### src/rtl/ws2812_line_decoder.sv
// ws2812_line_decoder: WS2812 single-wire receiver producing indexed GRB pixels and frame status.
// Optional macro WS2812_DECODER_GLITCH_FILTER_EN drops high pulses shorter than GLITCH_CLK.
`timescale 1ns/1ps
`default_nettype none

module ws2812_line_decoder #(
    parameter int MAX_POS           = 109,
    parameter int BIT_THRESHOLD_CLK = 30,
    parameter int HIGH_TIMEOUT_CLK  = 100,
    parameter int RESET_CLK_CNT     = 2500,
    parameter int GLITCH_CLK        = 4,
    localparam int IDX_W            = $clog2(MAX_POS + 1)
) (
    input  logic             clk,
    input  logic             reset,
    input  logic             line_in,
    output logic             pixel_valid,
    output logic [IDX_W-1:0] pixel_index,
    output logic [7:0]       pixel_green,
    output logic [7:0]       pixel_red,
    output logic [7:0]       pixel_blue,
    output logic             frame_done,
    output logic [IDX_W:0]   frame_pixel_count,
    output logic             err_partial,
    output logic             err_overflow,
    output logic             err_timeout
);

    localparam int HW = $clog2(HIGH_TIMEOUT_CLK + 1);
    localparam int LW = $clog2(RESET_CLK_CNT + 1);
    localparam int PW = IDX_W + 1;

    localparam logic [HW-1:0] HIGH_MAX   = HW'(HIGH_TIMEOUT_CLK);
    localparam logic [HW-1:0] BIT_TH     = HW'(BIT_THRESHOLD_CLK);
    localparam logic [HW-1:0] GLITCH_MIN = HW'(GLITCH_CLK);
    localparam logic [LW-1:0] LOW_END    = LW'(RESET_CLK_CNT);
    localparam logic [PW-1:0] PIX_LAST   = PW'(MAX_POS);
    localparam logic [PW-1:0] PIX_SAT    = PW'(MAX_POS + 2);

    typedef enum logic [1:0] {
        ST_RESYNC = 2'd0,
        ST_IDLE   = 2'd1,
        ST_HIGH   = 2'd2,
        ST_LOW    = 2'd3
    } state_t;

    state_t         state, state_next;
    logic           line_meta, line_s, line_prev;
    logic [HW-1:0]  hcnt;
    logic [LW-1:0]  lcnt;
    logic [4:0]     bitcnt;
    logic [PW-1:0]  pixcnt;
    logic [22:0]    shreg;

    logic           rise, fall;
    logic [HW-1:0]  hcnt_plus;
    logic [LW-1:0]  lcnt_plus;
    logic           bit_val, glitch_pulse;
    logic [23:0]    word_next;
    logic           start_frame, high_again, bit_accept, frame_end, timeout_hit;
    logic           last_bit, overflow_hit;

    assign rise      = line_s & ~line_prev;
    assign fall      = ~line_s & line_prev;
    assign hcnt_plus = (hcnt == HIGH_MAX) ? hcnt : hcnt + 1'b1;
    assign lcnt_plus = (lcnt == LOW_END) ? lcnt : lcnt + 1'b1;
    assign bit_val   = (hcnt >= BIT_TH);
    assign word_next = {shreg, bit_val};

`ifdef WS2812_DECODER_GLITCH_FILTER_EN
    assign glitch_pulse = (hcnt < GLITCH_MIN);
`else
    // Filter disabled: every high pulse counts as a bit.
    assign glitch_pulse = (hcnt < GLITCH_MIN) & 1'b0;
`endif

    assign last_bit     = bit_accept && (bitcnt == 5'd23);
    assign overflow_hit = last_bit && (pixcnt > PIX_LAST);

    always_comb begin
        state_next  = state;
        start_frame = 1'b0;
        high_again  = 1'b0;
        bit_accept  = 1'b0;
        frame_end   = 1'b0;
        timeout_hit = 1'b0;
        case (state)
            ST_RESYNC: begin
                if (!line_s && lcnt_plus == LOW_END) state_next = ST_IDLE;
            end
            ST_IDLE: begin
                if (rise) begin
                    state_next  = ST_HIGH;
                    start_frame = 1'b1;
                end
            end
            ST_HIGH: begin
                if (hcnt >= HIGH_MAX) begin
                    state_next  = ST_RESYNC;
                    timeout_hit = 1'b1;
                end else if (fall) begin
                    state_next = ST_LOW;
                    bit_accept = ~glitch_pulse;
                end
            end
            ST_LOW: begin
                if (rise) begin
                    state_next = ST_HIGH;
                    high_again = 1'b1;
                end else if (lcnt_plus == LOW_END) begin
                    state_next = ST_IDLE;
                    frame_end  = 1'b1;
                end
            end
            default: state_next = ST_RESYNC;
        endcase
    end

    always_ff @(posedge clk) begin
        if (!reset) begin
            state             <= ST_RESYNC;
            line_meta         <= 1'b0;
            line_s            <= 1'b0;
            line_prev         <= 1'b0;
            hcnt              <= '0;
            lcnt              <= '0;
            bitcnt            <= '0;
            pixcnt            <= '0;
            shreg             <= '0;
            pixel_valid       <= 1'b0;
            pixel_index       <= '0;
            pixel_green       <= '0;
            pixel_red         <= '0;
            pixel_blue        <= '0;
            frame_done        <= 1'b0;
            frame_pixel_count <= '0;
            err_partial       <= 1'b0;
            err_overflow      <= 1'b0;
            err_timeout       <= 1'b0;
        end else begin
            line_meta   <= line_in;
            line_s      <= line_meta;
            line_prev   <= line_s;
            state       <= state_next;
            pixel_valid <= 1'b0;
            frame_done  <= 1'b0;

            if (start_frame || high_again) hcnt <= HW'(1);
            else if (state == ST_HIGH)     hcnt <= hcnt_plus;

            // A discarded glitch leaves the low count untouched so the gap keeps accumulating.
            if (start_frame || timeout_hit)        lcnt <= '0;
            else if (bit_accept)                   lcnt <= LW'(1);
            else if (state == ST_RESYNC)           lcnt <= line_s ? '0 : lcnt_plus;
            else if (state == ST_LOW && !rise)     lcnt <= lcnt_plus;

            if (start_frame || timeout_hit) begin
                bitcnt <= '0;
                pixcnt <= start_frame ? '0 : pixcnt;
            end

            if (bit_accept) begin
                shreg <= word_next[22:0];
                if (last_bit) begin
                    bitcnt <= '0;
                    if (pixcnt <= PIX_LAST) begin
                        pixel_valid <= 1'b1;
                        pixel_index <= pixcnt[IDX_W-1:0];
                        pixel_green <= word_next[23:16];
                        pixel_red   <= word_next[15:8];
                        pixel_blue  <= word_next[7:0];
                    end
                    if (pixcnt != PIX_SAT) pixcnt <= pixcnt + 1'b1;
                end else begin
                    bitcnt <= bitcnt + 1'b1;
                end
            end

            if (frame_end) begin
                frame_done        <= 1'b1;
                frame_pixel_count <= pixcnt;
            end

            // Sticky flags clear the cycle after frame_done; a new error in that cycle wins.
            err_partial  <= (frame_end && bitcnt != 5'd0) | (err_partial & ~frame_done);
            err_overflow <= overflow_hit | (err_overflow & ~frame_done);
            err_timeout  <= timeout_hit | (err_timeout & ~frame_done);
        end
    end

endmodule

`default_nettype wire

### config.mk
export PLATFORM = sky130hd
export DESIGN_NAME = ws2812_line_decoder
export DESIGN_NICKNAME = d
export VERILOG_FILES = /design/src/rtl/ws2812_line_decoder.sv
export SDC_FILE = /design/constraint.sdc
export NUM_CORES = 1
export LEC_CHECK = 0
export CAP_MARGIN = 5
export CORE_MARGIN = 5
export CORE_UTILIZATION = 50
export DETAILED_ROUTE_END_ITERATION = 10
export PLACE_DENSITY_LB_ADDON = 0.1
export SKIP_LAST_GASP = 1
export SLEW_MARGIN = 10
export SYNTH_ARGS = -nofsm -noshare
export SYNTH_HDL_FRONTEND = slang
export SYNTH_SLANG_ARGS = --single-unit
### constraint.sdc
create_clock -name clk -period 3.1 [get_ports clk]
set_input_delay 0.62 -clock clk [delete_from_list [all_inputs] [get_ports clk]]
set_output_delay 0.62 -clock clk [all_outputs]
set_load 0.02 [all_outputs]
==> impl_metrics.json <==
{
  "grt_pass1_wl_mm": 16.2,
  "holdWs_ps": 455,
  "crit_buf_inv": 1,
  "route.antenna.remaining_nets": 0,
  "critPathTopFamily": "simple AND/OR/NAND/NOR gates",
  "coreArea_mm2": 0.00876,
  "syn-mean-instance-area_um2": 8.71,
  "outcome": "finished clean",
  "synth_warnings": 0,
  "hold_buffers": 0,
  "core.rowCount": 34,
  "ir_drop_mv": 0.202,
  "hp-class": "flip-flop to flip-flop",
  "cts_setup_buffers": 0,
  "dieArea_mm2": 0.0110,
  "required_ps": 3400,
  "ys_seq_area_frac": 0.461,
  "cts_root_buf": "clkbuf_8",
  "cp_max_fo": 11,
  "seq_area_mm2": 0.00208,
  "holdPathEnd": "line_s",
  "synthArstFlopShare": 0,
  "drt-initial-drc-count": 175,
  "r2r_cells": 7,
  "finalClockSkew_ps": 16.7,
  "worstSkewPairLatency_ps": 370,
  "dpl.hpwl_mm": 6.56,
  "power_mw": 2.27,
  "netlist_area_mm2": 0.00452,
  "tightest_slew_ps": 791,
  "synth.top_cell.area_share": 0.461,
  "tritoncts": "built",
  "syn_nets": 531,
  "post_dp_cell_area_mm2": 0.00505,
  "drc": 0,
  "layout_commonest_cell": "dfxtp_1",
  "design_area_mm2": 0.00525,
  "cts_buffers": 9,
  "rsz0062_at_grt": "no",
  "track_usage": 0.171,
  "setup_violations": 0,
  "final.period_utilization": 0.738,
  "h-tree-depth": 3,
  "cp-start-kind": "flip-flop",
  "grt_max_degree": 53,
  "dr_total_vias": 3719,
  "n_antenna_cell": 0,
  "crit_arrival_ps": 2590,
  "drv_cap": 0,
  "synth_area_leaders": "dfxtp_1, mux2i_1, nand2_1, nor2_1, a21oi_1",
  "gp_routability_congestion": 0.882,
  "final_cell_mix": "dfxtp_1, nand2_1, nor2_1, clkdlybuf4s50_1, a21oi_1",
  "period_needed_ps": 2290,
  "drv_slew": 0,
  "vias_per_cell": 5.58,
  "synth_cell_type_count": 58,
  "worstHoldStart": "line_meta",
  "final_nets": 565,
  "syn_inst": 519,
  "die_w_um": 105,
  "numPortBuffers": 46,
  "p_per_area_mw_per_mm2": 433,
  "worstHoldPathCells": 1,
  "wire_per_inst_um": 14.3,
  "hold_viol_final": 0,
  "r2r_end": "frame_pixel_count[5]",
  "fmax_mhz": 437,
  "r2r-start": "lcnt[0]",
  "regToRegSetupSlack_ps": 810,
  "drt_wl_total_mm": 9.50,
  "dieHeight_um": 105,
  "path_cells": "ha_1 -> nand3_1 -> nor3_4 -> xnor2_1 -> nor4_2 -> buf_4 -> mux2i_1",
  "ys.flop_type": "dfxtp_1",
  "synth_top_cell_by_area": "dfxtp_1",
  "multi_input_area_mm2": 0.00225,
  "cp-end-kind": "flip-flop",
  "area_delta_synth_final_pct": 16.2,
  "cts_sinks": 104,
  "max_stage_delay_ps": 520,
  "overflow": 0,
  "start_util": 0.516,
  "grt_pass1_vias": 3393,
  "tns_ps": 0,
  "worstSetupPathType": "flip-flop to flip-flop",
  "antenna_found_initial": 0,
  "drt_first_pass_iters": 4,
  "ctsResizeCount": 0,
  "clkTransAtPathRegs_ps": 100,
  "slowest_stage": "dfxtp_1",
  "ios": 47,
  "synth-edff-count": 0,
  "ys_seq_elements": 104,
  "fillers": 784,
  "leakage_nw": 1.98,
  "layout-drive-gt1-share": 0.0609,
  "cts_buffer_depth": 2,
  "slew_headroom": 0.467
}
[cell type report]
| type | count | share of cell area |
|---|---|---|
| Sequential cell | 104 | 0.396 |
| Inverter | 13 | 0.00929 |
| Tap cell | 108 | 0.0257 |
| Timing Repair Buffer | 54 | 0.101 |
| Clock buffer | 10 | 0.0243 |
| Multi-Input combinational cell | 371 | 0.429 |
| Clock inverter | 6 | 0.0141 |
[cells by family (layout without fill, tap and decap cells)]
logic type / count (synthesis) / after routing / synth area share
AND/OR/NAND/NOR: 219 / 219 / 0.237
flip-flops: 104 / 104 / 0.461
AO/OA/AOI/OAI: 94 / 94 / 0.131
buffers and inverters: 44 / 83 / 0.0410
multiplexers: 38 / 38 / 0.0841
XOR/XNOR: 11 / 11 / 0.0213
adder cells (fa/ha/maj): 9 / 9 / 0.0249
[layer usage]
layer / part of all wire / track usage
met1: 0.50 / 0.247
met2: 0.45 / 0.267
met3: 0.040 / 0.0228
met4: 0.011 / 0.0521
met5: 0 / 0
[per-stage QoR]
step                worst slack, ps  instances  utilization
global route                    561        666        0.600
detailed placement              827        650        0.577
finish                          812        666        0.600
floorplan                      1140        519            -
CTS                             806        666        0.600
global placement                861        650        0.577
[power by group]
| group | switching [mW] | total (mW) | internal, mW |
|---|---|---|---|
| clock network | 0.482 | 0.867 | 0.386 |
| logic | 0.0386 | 0.0582 | 0.0195 |
| registers | 0.00831 | 1.35 | 1.34 |
| total | 0.529 | 2.27 | 1.74 |
[registers in the layout, summed over array words and instances (netlist names)]
name and count:
shreg 23, lcnt 12, frame_pixel_count 8, pixcnt 8, pixel_blue 8, pixel_green 8
pixel_red 8, hcnt 7, pixel_index 7, bitcnt 5, state 2, err_overflow 1
err_partial 1, err_timeout 1, frame_done 1, line_meta 1, line_prev 1, line_s 1
pixel_valid 1
[how the worst max path moves through the flow]
stage	startpoint	to	slack, ps	depth (start not counted)
CTS	lcnt[0]	frame_pixel_count[5]	810	7
global route	lcnt[0]	frame_pixel_count[3]	560	7
finish	lcnt[0]	frame_pixel_count[5]	810	7
floorplan	lcnt[0]	frame_pixel_count[5]	1140	9
detailed placement	reset	lcnt[6]	830	4
global placement	reset	lcnt[6]	860	4
[cells in the mapped netlist, types with 4 or more instances]
cell type  count
mux2i_1       38
nand3_1       14
nand2_1       74
nand4_1        6
buf_2          7
or3_1          8
nor2_1        59
or4_1          5
xor2_1         6
nor2b_1        5
xnor2_1        5
dfxtp_1      104
nor3_1        11
inv_1         12
a21oi_1       43
o21ai_0       18
a311oi_1       4
ha_1           9
nor4_1         9
and2_1         5
clkbuf_1      20
(Power assumes the default switching activity.)
